`src/rtl/skintone_pkg.sv`:
```
// Shared pixel and feeder-state types for the skintone pixel pipeline.
// Used by pixel_frame_feeder, pixel_skid_fifo and skintone_datapath.
package skintone_pkg;

    localparam int PIX_W = 24;

    typedef logic [PIX_W-1:0] pixel_t;

    typedef enum logic [1:0] {
        IDLE  = 2'd0,
        RUN   = 2'd1,
        DRAIN = 2'd2,
        DONE  = 2'd3
    } feeder_state_t;

endpackage

```
`src/rtl/pixel_skid_fifo.sv`:
```
// Two-entry pixel FIFO with a registered head, so the head drives the output directly.
// A write together with a pop is accepted in every occupancy state that can reach it.
module pixel_skid_fifo
    import skintone_pkg::*;
(
    input  logic       clk,
    input  logic       rst,
    input  logic       wr_en,
    input  pixel_t     wr_data,
    input  logic       rd_en,
    output logic [1:0] count,
    output pixel_t     head
);

    pixel_t     r_head;
    pixel_t     r_tail;
    logic [1:0] r_count;

    always_ff @(posedge clk or posedge rst) begin
        if (rst) begin
            r_head  <= '0;
            r_tail  <= '0;
            r_count <= 2'd0;
        end else begin
            case (r_count)
                2'd0: begin
                    if (wr_en) begin
                        r_head  <= wr_data;
                        r_count <= 2'd1;
                    end
                end
                2'd1: begin
                    if (wr_en && rd_en) begin
                        r_head <= wr_data;
                    end else if (wr_en) begin
                        r_tail  <= wr_data;
                        r_count <= 2'd2;
                    end else if (rd_en) begin
                        r_count <= 2'd0;
                    end
                end
                default: begin
                    // Full: a write is only ever offered alongside a pop.
                    if (rd_en) begin
                        r_head <= r_tail;
                        if (wr_en) begin
                            r_tail <= wr_data;
                        end else begin
                            r_count <= 2'd1;
                        end
                    end
                end
            endcase
        end
    end

    assign count = r_count;
    assign head  = r_head;

endmodule

```
`src/rtl/pixel_frame_feeder.sv`:
```
// Reads a frame of pixels from a synchronous-read RAM and streams them out with backpressure.
// Optional macro FEEDER_STALL_STATS_EN adds the stall_count statistics output.
module pixel_frame_feeder
    import skintone_pkg::*;
#(
    parameter int ADDR_W = 16
) (
    input  logic              clk,
    input  logic              rst,
    input  logic              start,
    input  logic [ADDR_W-1:0] base_addr,
    input  logic [ADDR_W-1:0] frame_len,
    output logic              busy,
    output logic              done,
    output logic              mem_rd_en,
    output logic [ADDR_W-1:0] mem_rd_addr,
    input  logic [PIX_W-1:0]  mem_rd_data,
    output logic [PIX_W-1:0]  pixel_dataout,
    output logic              pixel_dataout_valid,
    input  logic              pixel_dataout_ready,
`ifdef FEEDER_STALL_STATS_EN
    output logic [31:0]       stall_count,
`endif
    output feeder_state_t     dbg_state
);

    localparam logic [ADDR_W-1:0] ONE = {{(ADDR_W-1){1'b0}}, 1'b1};

    feeder_state_t     r_state;
    logic [ADDR_W-1:0] r_base;
    logic [ADDR_W-1:0] r_len;
    logic [ADDR_W-1:0] r_issued;
    logic              r_inflight;

    logic [1:0] w_count;
    pixel_t     w_head;
    logic       w_valid;
    logic       w_pop;
    logic [2:0] w_slots;
    logic       w_issue;
    logic       w_last_issue;
    logic       w_last_pop;
    logic       w_accept;

    // Handshake: a pixel moves when valid and ready are both high at a rising edge;
    // once valid rises, the head register (and so pixel_dataout) holds until that edge.
    assign w_valid = (w_count != 2'd0);
    assign w_pop   = w_valid && pixel_dataout_ready;

    // Credit check counts a pop this cycle as a freed slot, giving one pixel per cycle.
    assign w_slots      = {1'b0, w_count} + {2'b00, r_inflight} - {2'b00, w_pop};
    assign w_issue      = (r_state == RUN) && (w_slots < 3'd2);
    assign w_last_issue = w_issue && (r_issued == r_len - ONE);
    assign w_last_pop   = (r_state == DRAIN) && w_pop && (w_count == 2'd1) && !r_inflight;
    assign w_accept     = (r_state == IDLE) && start;

    always_ff @(posedge clk or posedge rst) begin
        if (rst) begin
            r_state  <= IDLE;
            r_base   <= '0;
            r_len    <= '0;
            r_issued <= '0;
        end else begin
            case (r_state)
                IDLE: begin
                    if (start) begin
                        r_base   <= base_addr;
                        r_len    <= frame_len;
                        r_issued <= '0;
                        r_state  <= (frame_len == '0) ? DONE : RUN;
                    end
                end
                RUN: begin
                    if (w_issue) begin
                        r_issued <= r_issued + ONE;
                    end
                    if (w_last_issue) begin
                        r_state <= DRAIN;
                    end
                end
                DRAIN: begin
                    if (w_last_pop) begin
                        r_state <= DONE;
                    end
                end
                default: r_state <= IDLE;
            endcase
        end
    end

    always_ff @(posedge clk or posedge rst) begin
        if (rst) begin
            r_inflight <= 1'b0;
        end else begin
            r_inflight <= w_issue;
        end
    end

    pixel_skid_fifo u_fifo (
        .clk     (clk),
        .rst     (rst),
        .wr_en   (r_inflight),
        .wr_data (mem_rd_data),
        .rd_en   (w_pop),
        .count   (w_count),
        .head    (w_head)
    );

`ifdef FEEDER_STALL_STATS_EN
    logic [31:0] r_stall;

    always_ff @(posedge clk or posedge rst) begin
        if (rst) begin
            r_stall <= '0;
        end else if (w_accept) begin
            r_stall <= '0;
        end else if (w_valid && !pixel_dataout_ready && (r_stall != 32'hFFFF_FFFF)) begin
            r_stall <= r_stall + 32'd1;
        end
    end

    assign stall_count = r_stall;
`endif

    assign busy                = (r_state != IDLE);
    assign done                = (r_state == DONE);
    assign mem_rd_en           = w_issue;
    assign mem_rd_addr         = r_base + r_issued;
    assign pixel_dataout       = w_head;
    assign pixel_dataout_valid = w_valid;
    assign dbg_state           = r_state;

endmodule

```
`config.mk`:
```
export PLATFORM = sky130hd
export DESIGN_NAME = pixel_frame_feeder
export DESIGN_NICKNAME = d
export VERILOG_FILES = /design/src/rtl/skintone_pkg.sv /design/src/rtl/pixel_skid_fifo.sv /design/src/rtl/pixel_frame_feeder.sv
export SDC_FILE = /design/constraint.sdc
export NUM_CORES = 1
export LEC_CHECK = 0
export CORE_MARGIN = 4
export CORE_UTILIZATION = 58
export CTS_CLUSTER_SIZE = 40
export DETAILED_ROUTE_END_ITERATION = 8
export DONT_BUFFER_PORTS = 1
export HOLD_SLACK_MARGIN = 0.05
export MAX_ROUTING_LAYER = met4
export PLACE_DENSITY = 0.76
export SYNTH_ARGS = -nofsm -noshare
export SYNTH_HDL_FRONTEND = slang
export SYNTH_SLANG_ARGS = --single-unit
export TNS_END_PERCENT = 10
```
`constraint.sdc`:
```
create_clock -name clk -period 2.84 [get_ports clk]
set_input_delay 0.426 -clock clk [delete_from_list [all_inputs] [get_ports clk]]
set_output_delay 0.426 -clock clk [all_outputs]
set_load 0.02 [all_outputs]
```
==> impl_metrics.py <==
metrics = {
    "synthesis": {
        "yosysUniqueCellTypes": 54,
        "syn_inst": 524,
        "ys_dominant_reg_cell": "dfrtp_1",
        "total_number_of_yosys_warnings": 0,
        "count_of_flip_flops_with_a_built_in_enable_after_synthesis": 0,
        "synthTopCellsByArea": "dfrtp_1 45%, mux2_2 11%, ha_1 5.2%",
        "asyncSetResetFlopFracSynth_pct": 100,
        "synth_top_cell_area_share_pct": 45.4,
        "yosysTopAreaCell": "dfrtp_1",
        "synth_nets": 609,
        "synth.avg_cell_area_um2": 10.6,
        "post_synth_instance_area_mm2": 0.00557,
        "yosys_register_bits": 101,
        "ys_seq_area_share_pct": 45.4,
    },
    "timing": {
        "post-route-period-util_pct": 114,
        "final-hold-violation-count": 0,
        "timing.max_slew.rel_slack_pct": 38.4,
        "setup_repair_after_global_routing_missed_its_margin": "yes",
        "finalCriticalPeriod_ns": 3.22,
        "setup_viol_count_final": 6,
        "timing_max_transition_violations_final": 0,
        "max_clock_freq_mhz": 310,
        "timing.hold.ws_ns": 0.0929,
        "tightest_slew_ns": 0.921,
        "skew_ns": 0.0107,
        "post-route-worst-setup-slack_ns": -0.384,
    },
    "clock_network": {
        "clock_sink_total": 101,
        "tritoncts": "yes",
        "cts.htree.levels": 3,
        "cts_inserted_buffers": 9,
        "clkSlewWorstSetupHoldPaths_ns": 0.11,
        "cts_buffer_depth": 2,
        "clock_tree.root_cell": "clkbuf_8",
        "worst_skew_pair.late_latency_ns": 0.38,
    },
    "global_routing": {
        "grt_pass1_wl_um": 20500,
        "grt_max_degree": 49,
        "grt.overflow.total": 0,
        "grt_antenna_before_repair": 0,
        "globalRouteTotalUtil_pct": 23.2,
        "via_count_of_the_first_global_routing_pass": 4334,
    },
    "critical_path": {
        "critPathRequiredTime_ns": 2.41,
        "critPathKind": "reg2out",
        "setup.worst_path.end_class": "output pin",
        "r2r_slack_ns": 0.03,
        "startpoint_type": "flop",
        "path_max_fanout": 2,
        "worstPathArrival_ns": 2.80,
    },
    "power_and_ir_drop": {
        "report.power.total_mw": 6.57,
        "leakage_power_summed_over_all_cells_nw": 2.67,
        "worst_ir_drop_vdd_mv": 0.655,
        "cellPowerDensity_mw_per_mm2": 1040,
    },
    "final_layout": {
        "final_core_util_pct": 67.8,
        "diodes": 0,
        "flow.area_growth_from_synthesis_pct": 13.0,
        "number_of_nets_in_the_finished_design": 644,
        "layout_cells_sized_above_1_pct": 25.5,
    },
    "outcome": {
        "outcome": "finished, violations left",
        "failed_checks": "negative setup slack",
    },
    "min_path": {
        "hp-class": "in2async",
    },
    "place": {
        "detailed_place_hpwl_um": 9090,
        "dp_slack_ns": 0.0176,
        "io_buffer_count": 0,
        "gp_congestion": 0.854,
    },
    "floorplanning": {
        "initial_core_util_pct": 60.0,
        "dieArea_mm2": 0.0112,
        "die_w_um": 106,
        "io-pin-count": 106,
        "core.rowCount": 35,
        "die_h_um": 106,
        "core_area_mm2": 0.00928,
    },
    "detailed_routing": {
        "drtPass1Iterations": 6,
        "drt-vias-per-instance": 5.83,
        "overall_routed_net_length_um": 12200,
        "route.vias.total": 4042,
        "drc_errors": 0,
        "antenna_violating_nets_post_route": 0,
        "routedWlPerCell_um": 17.7,
        "drt_first_iter_violations": 169,
    },
    "job": {
        "cap_viol_max_count": 0,
    },
}
[final timing paths]
| kind | startpoint | end | depth (start not counted) |
|---|---|---|---|
| max | r_issued[0] | mem_rd_addr[14] | 10 |
| max reg2reg | u_fifo.count[0] | dbg_state[0] | 11 |
| max in group asynchronous | rst | r_base[5] | 2 |
| min reg2reg | u_fifo.r_tail[11] | u_fifo.r_tail[11] | 1 |
| min | rst | u_fifo.head[0] | 1 |
| min in group clk | mem_rd_data[11] | u_fifo.r_tail[11] | 1 |
[kinds of logic after synthesis]
logic type / after synthesis / share of synthesized area, %
AO/OA/AOI/OAI: 107 / 12.0
XOR/XNOR: 37 / 5.82
adder cells (fa/ha/maj): 25 / 5.88
buffers and inverters: 38 / 2.69
flip-flops: 101 / 45.4
multiplexers: 82 / 16.0
AND/OR/NAND/NOR: 134 / 12.2
[per-stage QoR]
step,std cells,cell area [µm²],TNS (ns)
final,693,6300,-1.25
after global routing,693,6300,-3.69
after CTS,689,6220,-1.06
after detailed placement,672,5950,0
after global placement,672,5950,0
after floorplan,524,5580,-1.32
[cells in the mapped netlist, types with 3 or more instances]
| master | count |
|---|---|
| o31ai_1 | 6 |
| nand4_1 | 5 |
| o211ai_1 | 4 |
| and3_1 | 6 |
| a21oi_1 | 46 |
| mux2_2 | 56 |
| nand3_1 | 16 |
| clkbuf_1 | 10 |
| o21bai_1 | 4 |
| xnor2_1 | 24 |
| or3_1 | 7 |
| nand2_1 | 24 |
| nor4_1 | 7 |
| a21o_1 | 3 |
| ha_1 | 23 |
| xor2_1 | 13 |
| nor2_1 | 39 |
| dfrtp_1 | 101 |
| mux2i_1 | 26 |
| buf_1 | 6 |
| inv_1 | 21 |
| nand2b_1 | 3 |
| o21ai_0 | 22 |
| nor3_1 | 12 |
[report_power, final]
group          total [mW]  leakage, nW  switching [mW]  internal [mW]
registers            2.73         1.23           0.690           2.04
logic                2.85         1.33            1.55           1.30
clock network       0.992        0.112           0.554          0.438
[state kept, by name (all words and copies together), names as in the netlist]
name	count
u_fifo.count	2
r_inflight	1
r_issued	16
r_len	16
dbg_state	2
u_fifo.r_tail	24
u_fifo.head	24
r_base	16
[layer usage]
metal	vias to the layer above	wire [µm]	global-route usage, %
met5	-	0	-
li1	1968	-	-
met4	0	97	4.72
met2	84	6490	40.8
met1	1980	4750	25.5
met3	10	893	8.50
[cells in the final DEF, fill, tap and decap left out, types with 3 or more instances in the layout]
cell        n
dfrtp_1   101
mux2_2     56
a21oi_1    41
buf_4      39
nor2_1     38
mux2i_1    26
nand2_1    24
xnor2_1    23
o21ai_0    22
ha_1       21
inv_1      19
nand3_1    15
xor2_1     13
nor3_1     11
clkbuf_8    9
or3_1       7
and3_1      6
nor4_1      6
a21oi_2     5
nand4_1     5
o31ai_1     5
o21bai_1    4
o211ai_1    4
a21o_1      3
nand2b_1    3
inv_6       3
[critical path, stage by stage, from the launching register on]
cell	delay (ns)
dfrtp_1	0.37
ha_2	0.19
inv_2	0.04
fa_2	0.40
nor2b_2	0.15
o31a_1	0.17
o211ai_1	0.13
a211o_1	0.33
a21oi_2	0.18
nor4_2	0.05
a311o_2	0.42
[area by class of cell]
type,count,area (µm²)
Fill cell,742,2990
Clock inverter,7,100
Tap cell,129,161
Multi-Input combinational cell,385,2980
Timing Repair Buffer,41,324
Sequential cell,101,2530
Inverter,21,82.6
Clock buffer,9,124
[repair_timing]
action | 4_1_cts | 5_1_grt
hold endpoints to repair | 0 | 0
buffers inserted | 1 | 4
pin swaps | 9 | 7
endpoints found under the setup margin | 8 | 18
gates resized for setup | 9 | 10
cloned | 0 | 0
hold buffers | 0 | 0
Note: power is estimated with default switching activity, not from simulation.
